--- config.mk ---
export PLATFORM = sky130hd
export DESIGN_NAME = window_gen
export DESIGN_NICKNAME = d
export VERILOG_FILES = /design/src/rtl/filter_pkg.sv /design/src/rtl/window_gen_line_buffer.sv /design/src/rtl/window_gen.sv
export SDC_FILE = /design/constraint.sdc
export NUM_CORES = 1
export LEC_CHECK = 0
export CAP_MARGIN = 15
export CORE_MARGIN = 3
export CORE_UTILIZATION = 58
export CTS_CLUSTER_DIAMETER = 150
export DETAILED_ROUTE_END_ITERATION = 6
export DONT_BUFFER_PORTS = 1
export GPL_ROUTABILITY_DRIVEN = 0
export PLACE_DENSITY = 0.74
export SLEW_MARGIN = 20
export SYNTH_ARGS = -nofsm -noshare
export SYNTH_HDL_FRONTEND = slang
export SYNTH_HIERARCHICAL = 1
export SYNTH_SLANG_ARGS = --single-unit
--- constraint.sdc ---
create_clock -name clk -period 13.2 [get_ports clk]
set_input_delay 1.98 -clock clk [delete_from_list [all_inputs] [get_ports clk]]
set_output_delay 1.98 -clock clk [all_outputs]
set_load 0.05 [all_outputs]
--- src/rtl/filter_pkg.sv ---
// Shared definitions for the filter datapath: default pixel width,
// counter-width helper and window element bit-offset mapping.
package filter_pkg;

  localparam int unsigned DEFAULT_DATA_WIDTH = 16;

  // Width of a counter that must hold values 0..n-1 (at least one bit).
  function automatic int unsigned cnt_width(input int unsigned n);
    return (n > 1) ? $clog2(n) : 1;
  endfunction

  // Bit offset of window element (r,c); (0,0) sits in the MSBs.
  function automatic int unsigned win_offset(input int unsigned dw,
                                             input int unsigned f,
                                             input int unsigned r,
                                             input int unsigned c);
    return dw * (f * f - 1 - (r * f + c));
  endfunction

endpackage

--- src/rtl/window_gen_line_buffer.sv ---
// Chained line buffer: LINES RAMs of DEPTH words addressed by column.
// Line 0 stores the incoming pixel, line k stores what line k-1 held at
// the same column. Reads are asynchronous so each output shows the value
// stored before the write at the current edge (read-before-write).
module line_buffer
  import filter_pkg::*;
#(
  parameter int unsigned DATA_WIDTH = DEFAULT_DATA_WIDTH,
  parameter int unsigned DEPTH      = 8,
  parameter int unsigned LINES      = 2,
  parameter int unsigned ADDR_W     = cnt_width(DEPTH)
) (
  input  logic                        clk,
  input  logic                        en,
  input  logic [ADDR_W-1:0]           addr,
  input  logic [DATA_WIDTH-1:0]       din,
  output logic [DATA_WIDTH*LINES-1:0] dout
);

  logic [DATA_WIDTH-1:0] mem [LINES][DEPTH];

  // Present the old contents of every line at the current column.
  always_comb begin
    dout = '0;
    for (int unsigned k = 0; k < LINES; k++) begin
      dout[k*DATA_WIDTH +: DATA_WIDTH] = mem[k][addr];
    end
  end

  // Push the column one line deeper on each accepted pixel.
  always_ff @(posedge clk) begin
    if (en) begin
      mem[0][addr] <= din;
      for (int unsigned k = 1; k < LINES; k++) begin
        mem[k][addr] <= mem[k-1][addr];
      end
    end
  end

endmodule

--- src/rtl/window_gen.sv ---
// F x F sliding-window generator over a raster pixel stream.
// Optional WINDOW_GEN_EDGE_FLAGS_EN adds oSof/oEol window markers.
module window_gen
  import filter_pkg::*;
#(
  parameter int unsigned DATA_WIDTH = DEFAULT_DATA_WIDTH,
  parameter int unsigned F          = 3,
  parameter int unsigned IMG_WIDTH  = 8,
  parameter int unsigned IMG_HEIGHT = 8
) (
  input  logic                         clk,
  input  logic                         rst_n,
  input  logic                         iValid,
  input  logic                         iSof,
  input  logic [DATA_WIDTH-1:0]        iData,
  output logic                         oValid,
`ifdef WINDOW_GEN_EDGE_FLAGS_EN
  output logic                         oSof,
  output logic                         oEol,
`endif
  output logic [DATA_WIDTH*F*F-1:0]    oData
);

  localparam int unsigned COL_W = cnt_width(IMG_WIDTH);
  localparam int unsigned ROW_W = cnt_width(IMG_HEIGHT);
  localparam logic [COL_W-1:0] COL_LAST  = COL_W'(IMG_WIDTH - 1);
  localparam logic [ROW_W-1:0] ROW_LAST  = ROW_W'(IMG_HEIGHT - 1);
  localparam logic [COL_W-1:0] COL_FIRST = COL_W'(F - 1);
  localparam logic [ROW_W-1:0] ROW_FIRST = ROW_W'(F - 1);

  logic [COL_W-1:0]           col, cur_col;
  logic [ROW_W-1:0]           row, cur_row;
  logic                       in_window;
  logic [DATA_WIDTH*(F-1)-1:0] lb_out;
  logic [DATA_WIDTH-1:0]      new_col [F];
  logic [DATA_WIDTH-1:0]      win     [F][F];
  logic                       valid;

  // Position of the pixel on the input; start of frame forces (0,0).
  always_comb begin
    cur_col   = col;
    cur_row   = row;
    if (iValid && iSof) begin
      cur_col = '0;
      cur_row = '0;
    end
    in_window = (cur_row >= ROW_FIRST) && (cur_col >= COL_FIRST);
  end

  // Raster counters, advanced once per accepted pixel.
  always_ff @(posedge clk) begin
    if (!rst_n) begin
      col <= '0;
      row <= '0;
    end else if (iValid) begin
      if (cur_col == COL_LAST) begin
        col <= '0;
        row <= (cur_row == ROW_LAST) ? '0 : cur_row + 1'b1;
      end else begin
        col <= cur_col + 1'b1;
        row <= cur_row;
      end
    end
  end

  line_buffer #(
    .DATA_WIDTH (DATA_WIDTH),
    .DEPTH      (IMG_WIDTH),
    .LINES      (F - 1),
    .ADDR_W     (COL_W)
  ) u_line_buffer (
    .clk  (clk),
    .en   (iValid),
    .addr (cur_col),
    .din  (iData),
    .dout (lb_out)
  );

  // Incoming window column, oldest line at the top, live pixel at the bottom.
  always_comb begin
    for (int unsigned r = 0; r < F; r++) begin
      new_col[r] = '0;
    end
    for (int unsigned r = 0; r + 1 < F; r++) begin
      new_col[r] = lb_out[(F-2-r)*DATA_WIDTH +: DATA_WIDTH];
    end
    new_col[F-1] = iData;
  end

  // Window shift register: shift left and load the new right column.
  always_ff @(posedge clk) begin
    if (!rst_n) begin
      for (int unsigned r = 0; r < F; r++) begin
        for (int unsigned c = 0; c < F; c++) begin
          win[r][c] <= '0;
        end
      end
    end else if (iValid) begin
      for (int unsigned r = 0; r < F; r++) begin
        for (int unsigned c = 0; c + 1 < F; c++) begin
          win[r][c] <= win[r][c+1];
        end
        win[r][F-1] <= new_col[r];
      end
    end
  end

  // Window validity, registered alongside the window contents.
  always_ff @(posedge clk) begin
    if (!rst_n) begin
      valid <= 1'b0;
    end else begin
      valid <= iValid && in_window;
    end
  end

`ifdef WINDOW_GEN_EDGE_FLAGS_EN
  logic sof_flag, eol_flag;

  // First window of the frame and last window of each line.
  always_ff @(posedge clk) begin
    if (!rst_n) begin
      sof_flag <= 1'b0;
      eol_flag <= 1'b0;
    end else begin
      sof_flag <= iValid && (cur_row == ROW_FIRST) && (cur_col == COL_FIRST);
      eol_flag <= iValid && in_window && (cur_col == COL_LAST);
    end
  end

  assign oSof = sof_flag;
  assign oEol = eol_flag;
`endif

  // Flatten the window with element (0,0) in the MSBs.
  always_comb begin
    oData = '0;
    for (int unsigned r = 0; r < F; r++) begin
      for (int unsigned c = 0; c < F; c++) begin
        oData[win_offset(DATA_WIDTH, F, r, c) +: DATA_WIDTH] = win[r][c];
      end
    end
  end

  assign oValid = valid;

endmodule

# Word level (Yosys, flattened, before mapping)

Memory sizes are Yosys's and may differ from the RTL's.
Cells that the tools add are included.
Widths: inputs -> output; s select.

RAM bits: 400
Input bits: 20
Word-level logic and storage cells: 54
Flip-flop bits (word level): 7
Memories kept: 2

Reductions and logical operators: 4
Equal/unequal tests: 2
Muxes and demuxes: 27
$add $sub $neg: 2
Bitwise logic cells: 10
Magnitude comparators: 4

Memories:

| name              | words | width | rd ports | clocked after Yosys merged registers in | wr ports | line                         | RTL |
|---|---|---|---|---|---|---|---|
| u_line_buffer.mem | 2     | 128   | 2        | 0                                       | 2        | window_gen_line_buffer.sv:20 | `logic [DATA_WIDTH-1:0] mem [LINES][DEPTH];` |
| win               | 3     | 48    | 3        | 0                                       | 3        | window_gen.sv:36             | `logic [DATA_WIDTH-1:0] win [F][F];` |

Operators with widths:

| cell                | count |
|---|---|
| $mux 16             | 14 |
| $mux 128            | 1 |
| $bmux 16 s3         | 2 |
| $demux 16 s3        | 1 |
| $mux 3              | 5 |
| $or 1x1->1          | 9 |
| $add 3x1->3 const B | 2 |
| $eq 3x3->1 const B  | 2 |
| $ge 3x2->1 const B  | 2 |
| $ge 4x4->1 const B  | 1 |
| $logic_and 1x1->1   | 4 |
| $lt 4x1->1 const B  | 1 |
| $mux 1              | 4 |
| $not 3->4           | 1 |

# Longest topological paths before layout

Gate-level depths: netlist of run 1.

Word-level depth: 8
Mapped depth: 10
Depth with buffers taken out: 8

# Hierarchy

Netlist of run 1, hierarchy kept.

By module, submodules not included:

| module      | area an instance (um^2) | cells each | sequential area each (um^2) | times used |
|---|---|---|---|---|
| line_buffer | 9843.2                  | 533        | 7687.4                      | 1 |
| window_gen  | 5850.6                  | 366        | 4464.3                      | 1 |

# Worst setup path before layout of run 1

OpenSTA, ideal clock, no wires.

Kind: input to register
Start point: input iValid
End point: memory win[0][0] (netlist bit), enable pin
Required time: 12672 ps
Stages on the path: 3
Data arrival time: 5712 ps
Path slack: 6960 ps
Setup time: 528 ps
Path through: buf_4 -> buf_4 -> nand2b_1

RTL lines:

| element     | line             | RTL |
|---|---|---|
| from (decl) | window_gen.sv:13 | `input logic iValid,` |
| to (decl)   | window_gen.sv:36 |  |

==> results of run 1 <==
-- area by class of cell --
cell class / count / area share, %
Antenna cell: 1 / 0.01467
Clock buffer: 50 / 6.213
Clock inverter: 23 / 0.8143
Inverter: 5 / 0.1394
Multi-Input combinational cell: 416 / 18.39
Sequential cell: 407 / 71.24
Tap cell: 335 / 2.457
Timing Repair Buffer: 16 / 0.7262
-- kinds of logic (layout without fill, tap and decap cells) --
family / count (synthesis) / after routing / share of synthesized area (%)
and+or+nand+nor: 179 / 179 / 6.824
adders and majority gates: 5 / 5 / 0.3986
AOI/OAI and AO/OA: 135 / 135 / 6.147
buffers and inverters: 76 / 94 / 2.846
other: 0 / 1 / 0
muxes: 97 / 97 / 6.354
DFF: 407 / 407 / 77.43
-- registers in the layout, summed over array words and instances, names as in the netlist --
name and count:
col 3, oValid 1, row 3, u_line_buffer/mem 256, win 144
-- worst max-delay path, delay by kind of cell --
kind / cells / cell delay, ns
buffers and inverters: 3 / 1.78
AND/OR/NAND/NOR: 4 / 1.41
-- where the power goes --
part           internal, mW  switching, mW
Combinational        0.0460         0.0900
Sequential             1.49          0.138
Clock                 0.590          0.446
-- path summary, 6_finish.rpt --
kind                             from                             endpoint  slack, ns  depth (start not counted)
setup / recovery               iValid  u_line_buffer/mem[0][129]$_DFFE_PP_       8.05                          7
hold reg to reg   col[0]$_SDFFE_PN0P_                  col[0]$_SDFFE_PN0P_       0.49                          1
setup reg to reg  col[0]$_SDFFE_PN0P_  u_line_buffer/mem[0][129]$_DFFE_PP_       9.32                          6
hold / removal    col[0]$_SDFFE_PN0P_                  col[0]$_SDFFE_PN0P_       0.49                          1
-- placed cells by master, fill, tap and decap left out, types with 2 or more instances in the layout --
cell type / synthesis / final
edfxtp_1: 400 / 400
and3_1: 144 / 144
mux2i_1: 94 / 94
clkbuf_16: 0 / 41
o22ai_1: 32 / 32
a21oi_1: 30 / 30
a211oi_1: 29 / 29
a311o_1: 29 / 29
buf_4: 12 / 15
nand2_1: 10 / 10
clkinv_2: 0 / 10
clkbuf_1: 21 / 9
clkinv_1: 0 / 9
dfxtp_1: 7 / 7
nor2_2: 0 / 7
ha_1: 5 / 5
and2_2: 4 / 4
inv_1: 5 / 4
a31oi_1: 4 / 4
nor2b_1: 4 / 4
inv_6: 0 / 3
o21ai_0: 4 / 3
nand2b_1: 4 / 3
nor2_1: 10 / 3
a32oi_1: 2 / 2
mux4_2: 2 / 2
-- routing by layer --
layer  global-route usage (%)  vias to the layer above
met5                   0.5017                        -
met4                    6.279                        0
met3                    6.007                       57
met2                    31.76                      405
met1                    30.76                     3984
li1                         -                     3583
==> impl_metrics.yaml, run 1 <==
status:
  status: "finished, final reports clean"
clock_network:
  post_cts_resize_count: 0
  hold_buffers: 0
  clkTransAtPathRegs_ns: 0.06
  cts_sinks: 407
  cts_tree: "done"
  numCtsBuffers: 40
  clock_path_buffers: 3
  cts.htree.levels: 2
  post-cts-setup-buffers: 0
  clk_latency_ns: 0.52
  clockRootBuffer: "clkbuf_16"
synthesis:
  syn_area_um2: 15690
  syn_nets: 924
  synth-warning-count: 6
  synth_top_area_share_pct: 76.54
  synth_ff_type: "edfxtp_1"
  syn-instance-count: 899
  synth_edf_count: 400
  ys_seq_area_share_pct: 77.43
  ys_types: 32
  postSynthAreaPerCell_um2: 17.46
  synth_top_cells_by_count: "400 x edfxtp_1, 144 x and3_1, 94 x mux2i_1"
  synth_seq_cells: 407
  synthTopCellsByArea: "edfxtp_1 77%, mux2i_1 6.0%, and3_1 5.7%"
  async_reset_ff_share_pct: 0
  synthMostInstantiatedCell: "edfxtp_1"
  yosys.area.top_type: "edfxtp_1"
detailed_routing:
  vias_per_cell: 6.408
  num_vias: 8029
  top_layer: "met4"
  first_iter_violations: 967
  wire_per_inst_um: 25.18
  wirelength_mm: 31.56
  wl_met2_mm: 14.46
  ant_nets: 0
  wl_met1_mm: 13.05
  route.detailed.drc: 0
  first_pass_iters: 4
  wl_met3_mm: 3.303
global_routing:
  grt_pass1_vias: 7630
  grt_usage_pct: 21.16
  antenna_found_initial: 0
  grt_first_pass_wirelength_mm: 46.71
  grt_overflow_total: 0
  grt_max_degree: 160
final_layout:
  multi_input_area_um2: 3137
  ff_latch_area_um2: 12150
  fin_util_pct: 64.72
  syn_to_final_growth_pct: 8.682
  fill_cells: 1724
  fin_cells: 1253
  finalNetCount: 911
  design_area_um2: 17060
  drive_above_1_share_pct: 9.706
timing:
  clock.fmax_ghz: 0.1941
  setup_tns_ns: 0
  finalSetupViolations: 0
  whs_ns: 0.4857
  worst_slack_ns: 8.048
  fin_crit_ns: 5.152
  worst_slew_pin_slew_ns: 1.040
  fin_skew_ns: 0.01362
  slew_headroom_pct: 29.92
  rsz0062_at_grt: "false"
  final_hold_viol_count: 0
  drv_slew: 0
  period_share_pct: 39.03
worst_setup_path:
  worstPathArrival_ns: 5.35
  cp-start-kind: "primary input"
  cpMostUsedCell: "nand2_1"
  cp_max_fo: 159
  critPathCaptureType: "register"
  cp.required_ns: 13.40
  crit_type: "primary input to register"
  slowest_delay_ns: 0.82
  crit_chain: "nand2_1, nand2_1, inv_6, buf_4, nand2_1, nor2_2, buf_4"
  cp_slowest_cell: "buf_4"
floorplanning:
  die_h_um: 170.5
  core_um2: 26350
  rows: 59
  die_x_um: 170.5
  dieArea_um2: 29070
  io_pins: 165
  start_util_pct: 59.55
flow_run:
  cap_violations: 0
power_and_ir_drop:
  vdd_drop_max_mv: 0.1220
  power_density_nw_per_um2: 164.2
  cellLeakagePower_nw: 6.171
  total_power_mw: 2.801
placed_design:
  dpl_cell_area_um2: 15850
  portBuffers: 0
  hpwl_mm: 18.05
  dpl_worst_slack_ns: 7.573
  dpl.cell_count: 1179
hold_path:
  min-delay-path-class: "register to register"
(Power assumes the default switching activity.)
==> run 2: changes to the inputs <==
==> constraint.sdc (replaced) <==
create_clock -name clk -period 4.9 [get_ports clk]
set_input_delay 0.735 -clock clk [delete_from_list [all_inputs] [get_ports clk]]
set_output_delay 0.735 -clock clk [all_outputs]
set_load 0.05 [all_outputs]
==> run 2 against run 1 <==
Net effect:
- combinational power grew to 2.6 times the previous value
- sequential share of layout area shrank 0.27 points
- highest routed layer unchanged
- count of clock-buffer cells in the layout shrank 3
==> impl_metrics.yaml, run 2 (synthesis results as in run 1) <==
status:
  status: "finished, final reports clean"
global_routing:
  grt_overflow_total: 0
  grt_first_pass_wirelength_mm: 47.62
  gr-usage-met3_pct: 5.776
  top_usage_layer: "met2"
  use_met1_pct: 31.48
  grt_usage_pct: 21.74
  met2_usage_pct: 33.46
  grt_pass1_vias: 7776
  grt_max_degree: 160
  antenna_found_initial: 0
final_layout:
  largest_reg_flops: 256
  insertedDiodeCount: 0
  ff_latch_area_um2: 12150
  reg.largest.list: "u_line_buffer/mem (256), win (144)"
  final_cell_mix: "400 x edfxtp_1, 144 x and3_1, 94 x mux2i_1"
  largest_register: "u_line_buffer/mem"
  drive_above_1_share_pct: 10.41
  fin_cells: 1257
  multi_input_area_um2: 3141
  fill_cells: 1703
  finalNetCount: 920
  final_common_cell: "edfxtp_1"
  syn_to_final_growth_pct: 9.097
placed_design:
  portBuffers: 0
  dpl.cell_count: 1188
  hpwl_mm: 18.27
  dpl_worst_slack_ns: 1.393
timing:
  setup_tns_ns: 0
  fin_skew_ns: 0.01044
  worst_slack_ns: 1.916
  slew_headroom_pct: 27.80
  rsz0062_at_grt: "false"
  clock.fmax_ghz: 0.3351
  finalSetupViolations: 0
  fin_crit_ns: 2.984
  final_hold_viol_count: 0
  period_share_pct: 60.89
  drv_slew: 0
  worst_slew_pin_slew_ns: 1.083
clock_network:
  clk_latency_ns: 0.51
  hold_buffers: 0
  post_cts_resize_count: 0
  clock_path_buffers: 3
  clockRootBuffer: "clkbuf_16"
  cts_tree: "done"
  cts_sinks: 407
  numCtsBuffers: 40
  clkTransAtPathRegs_ns: 0.06
  post-cts-setup-buffers: 0
  cts.htree.levels: 2
worst_setup_path:
  cp_max_fo: 159
  crit_chain: "nand2_1, nand2_1, inv_6, buf_4, mux2_2, a22oi_1, o21ai_0, and3_1"
  slowest_delay_ns: 0.55
  worstPathArrival_ns: 3.25
  critPathCaptureType: "register"
  cpMostUsedCell: "nand2_1"
  cp-start-kind: "primary input"
  crit_type: "primary input to register"
  cp_slowest_cell: "buf_4"
  cp.required_ns: 5.17
detailed_routing:
  route.detailed.drc: 0
  first_pass_iters: 5
  vias_per_cell: 6.427
  wire_per_inst_um: 25.42
  wirelength_mm: 31.95
  num_vias: 8079
  first_iter_violations: 746
  ant_nets: 0
power_and_ir_drop:
  power_density_nw_per_um2: 440.6
  cellLeakagePower_nw: 6.222
  vdd_drop_max_mv: 0.3734
floorplanning:
  die_x_um: 170.5
  dieArea_um2: 29070
  start_util_pct: 59.55
  rows: 59
  die_h_um: 170.5
  io_pins: 165
  core_um2: 26350
flow_run:
  cap_violations: 0
hold_path:
  min-delay-path-class: "primary input to register"
run 2: cell count changes in the layout (fill, tap and decap cells not counted), sizes merged:
cell    delta
buf        +9
bufinv     +1
clkbuf     -3
diode      -1
inv        -2
run 2: through the flow:
stage               power (mW)  instance area [µm²]  hold slack, ns  util (%)
detailed placement       4.821                15920          0.4828     60.42
finish                   7.544                17120          0.3134     64.97
global placement         4.810                15920          0.4783     60.42
CTS                      7.594                17120          0.2946     64.97
global route             7.792                17120          0.2869     64.97
floorplan                4.725                15700          0.4393         -
run 2: metal layers:
layer  vias to the layer above  wire length, µm
met1                      4070            13320
met4                         0              540
met3                        42             3205
met2                       388            14890
met5                         -                0
li1                       3579                -
run 2: cell type report:
cell class,count,area share [%]
clock inverter,22,0.8769
timing repair buffer,25,1.096
sequential,407,70.97
clock buffer,47,6.124
multi-input combinational,416,18.34
tap,335,2.448
inverter,5,0.1388
run 2: worst max-delay path: cells and delay by family:
kind	cells	cell delay (ns)
AOI/OAI and AO/OA	2	0.44
muxes	1	0.40
and+or+nand+nor	3	0.59
buffers and inverters	2	0.99
run 2: final timing paths:
check,slack (ns),cells after the start,from,end
max reg2reg,1.96,7,col[0]$_SDFFE_PN0P_,win[0][61]$_SDFFCE_PN0P_
min reg2reg,0.48,1,col[0]$_SDFFE_PN0P_,col[0]$_SDFFE_PN0P_
min,0.31,0,iData[11],u_line_buffer/mem[0][75]$_DFFE_PP_
max,1.92,8,iValid,win[0][61]$_SDFFCE_PN0P_
run 2: where the power goes:
part / internal [mW] / switching (mW)
Combinational: 0.125 / 0.235
Sequential: 4.02 / 0.374
Clock: 1.63 / 1.17
==> run 3: changes to the inputs <==
--- a/config.mk
+++ b/config.mk
@@ -7,12 +7,12 @@
 export LEC_CHECK = 0
 export CAP_MARGIN = 15
 export CORE_MARGIN = 3
-export CORE_UTILIZATION = 58
+export CORE_UTILIZATION = 57
 export CTS_CLUSTER_DIAMETER = 150
 export DETAILED_ROUTE_END_ITERATION = 6
 export DONT_BUFFER_PORTS = 1
 export GPL_ROUTABILITY_DRIVEN = 0
-export PLACE_DENSITY = 0.74
+export PLACE_DENSITY = 0.75
 export SLEW_MARGIN = 20
 export SYNTH_ARGS = -nofsm -noshare
 export SYNTH_HDL_FRONTEND = slang
==> constraint.sdc (replaced) <==
create_clock -name clk -period 2.6 [get_ports clk]
set_input_delay 0.39 -clock clk [delete_from_list [all_inputs] [get_ports clk]]
set_output_delay 0.39 -clock clk [all_outputs]
set_load 0.05 [all_outputs]
==> run 3 against run 2 <==
Net effect:
- clock power is 97% higher
- die area is 1.7% higher
- highest routed layer unchanged
- non-clock buffer count is 40 higher
- combinational power is 120% higher
- first-iteration DRC count is 34% higher
- wire length is 4.0% higher
- register-to-register slack worse by 1.7 ns
- largest cell class unchanged
- worst setup slack worse by 1.6 ns
- sequential share of layout area is 2.1 points lower
- flip-flop and latch count stayed put
- global-route usage is 0.098 points higher
- cell area is 3.1% higher
==> impl_metrics.yaml, run 3 (synthesis results as in run 1) <==
global_routing:
  grt_first_pass_wirelength_mm: 48.69
  grt_pass1_vias: 7994
  antenna_found_initial: 0
  grt_max_degree: 160
  grt_usage_pct: 21.84
  grt_overflow_total: 0
detailed_routing:
  route.detailed.drc: 0
  first_iter_violations: 999
  num_vias: 8336
  ant_nets: 0
  vias_per_cell: 6.388
  wirelength_mm: 33.22
  wire_per_inst_um: 25.45
  first_pass_iters: 5
clock_network:
  cts_tree: "done"
  clockRootBuffer: "clkbuf_16"
  numCtsBuffers: 40
  clock_path_buffers: 3
  post-cts-setup-buffers: 0
  cts.htree.levels: 2
  cts_sinks: 407
  clk_latency_ns: 0.52
  clkTransAtPathRegs_ns: 0.06
power_and_ir_drop:
  clkPwrFrac_pct: 37.7
  netSwitchingPower_mw: 3.510
  vdd_drop_max_mv: 0.5607
  swShare_pct: 24.09
  combPwrFrac_pct: 5.5
  cellLeakagePower_nw: 6.452
  total_power_mw: 14.57
  intPower_mw: 11.06
  pwr-share-seq_pct: 56.7
  power_density_nw_per_um2: 825.6
worst_setup_path:
  r2r_slack_ns: 0.28
  crit_type: "register to register"
  reg2regPathDepth: 7
  crit_path_end: "win[0][57]$_SDFFCE_PN0P_"
  cp-start-kind: "register"
  worstPathArrival_ns: 2.59
  critPathCaptureType: "register"
  cp.required_ns: 2.87
  cp_max_fo: 22
  rr_endpoint: "win[0][57]$_SDFFCE_PN0P_"
  rr_startpoint: "col[0]$_SDFFE_PN0P_"
  startpoint: "col[0]$_SDFFE_PN0P_"
flow_run:
  cap_violations: 0
hold_path:
  min-delay-path-class: "primary input to register"
timing:
  slew_headroom_pct: 27.47
  rsz0062_at_grt: "false"
  worst_slew_pin_slew_ns: 1.087
  clock.fmax_ghz: 0.4305
  fin_skew_ns: 0.008861
  drv_slew: 0
  period_share_pct: 89.35
  finalSetupViolations: 0
  final_hold_viol_count: 0
  fin_crit_ns: 2.323
floorplanning:
  die_h_um: 171.9
  io_pins: 165
  core_um2: 27030
  dieArea_um2: 29560
  rows: 60
  die_x_um: 171.9
  start_util_pct: 58.07
final_layout:
  largest_register: "u_line_buffer/mem"
  final_common_cell: "edfxtp_1"
  largest_reg_flops: 256
  design_area_um2: 17650
  reg.largest.list: "u_line_buffer/mem (256), win (144)"
  finalNetCount: 960
  final_cell_mix: "400 x edfxtp_1, 144 x and3_1, 94 x mux2i_1"
  drive_above_1_share_pct: 12.66
  syn_to_final_growth_pct: 12.46
  insertedDiodeCount: 0
  fill_cells: 1768
  fin_util_pct: 65.31
placed_design:
  hpwl_mm: 19.52
  portBuffers: 0
  dpl_cell_area_um2: 16230
status:
  status: "finished, final reports clean"
-- run 3: cell types whose count changed in the layout (fill, tap and decap cells not counted), moves of 3 or more --
cell / change
buf_4: +13
clkinv_2: -3
buf_12: +10
dlygate4sd3_1: +17
-- run 3: power groups by stage --
| stage | Clock [mW] | Combinational, mW | Sequential (mW) |
|---|---|---|---|
| after CTS | 5.55 | 0.803 | 8.27 |
| after floorplan | 0 | 0.555 | 8.35 |
| after global routing | 5.82 | 0.866 | 8.30 |
| after global placement | 0 | 0.734 | 8.40 |
| final | 5.50 | 0.807 | 8.27 |
| after detailed placement | 0 | 0.748 | 8.41 |
-- run 3: repair_timing --
item / 4_1_cts / 5_1_grt
gates resized for setup: 0 / 0
endpoints found under the hold margin: 129 / 0
hold buffers: 17 / 0
endpoints found under the setup margin: 0 / 0
-- run 3: worst min path at each step --
stage / slack [ns] / from / endpoint / depth (start not counted)
CTS: 0.002 / rst_n / row[0]$_SDFFE_PN0P_ / 1
detailed placement: 0.47 / col[0]$_SDFFE_PN0P_ / col[0]$_SDFFE_PN0P_ / 1
finish: 0.02 / rst_n / row[0]$_SDFFE_PN0P_ / 1
global placement: 0.47 / col[0]$_SDFFE_PN0P_ / col[0]$_SDFFE_PN0P_ / 1
floorplan: 0.44 / col[0]$_SDFFE_PN0P_ / col[0]$_SDFFE_PN0P_ / 1
global route: 0.02 / rst_n / row[0]$_SDFFE_PN0P_ / 1
-- run 3: routing by layer --
layer | vias to the layer above | part of all wire [%] | global-route usage [%]
met4 | 0 | 2.1 | 5.797
li1 | 3671 | - | -
met5 | - | 0 | 0
met1 | 4125 | 40 | 31.49
met3 | 70 | 12 | 6.127
met2 | 470 | 46 | 33.37
-- run 3: cell type report --
type	count	area (µm²)	share of cell area, %
sequential	407	12150	68.85
multi-input combinational	416	3146	17.82
clock buffer	48	1052	5.962
timing repair buffer	65	655.6	3.715
tap	341	426.7	2.417
clock inverter	23	193.9	1.099
inverter	5	23.77	0.1347
-- run 3: worst max-delay path, stage by stage (launching register included) --
cell and delay, ns:
dfxtp_1 0.35, nand2_1 0.13, inv_6 0.21, buf_12 0.23, mux2i_1 0.35, o22ai_1 0.15, a311o_1 0.42, and3_1 0.24
-- run 3: through the flow --
step	setup TNS (ns)	cells	setup slack [ns]	hold WS [ns]
detailed placement	0	1217	0.05265	0.4672
global route	0	1305	0.09741	0.01921
CTS	0	1305	0.2748	0.002011
global placement	0	1217	0.07799	0.4712
finish	0	1305	0.2770	0.01676
floorplan	-49.16	899	-0.4144	0.4393
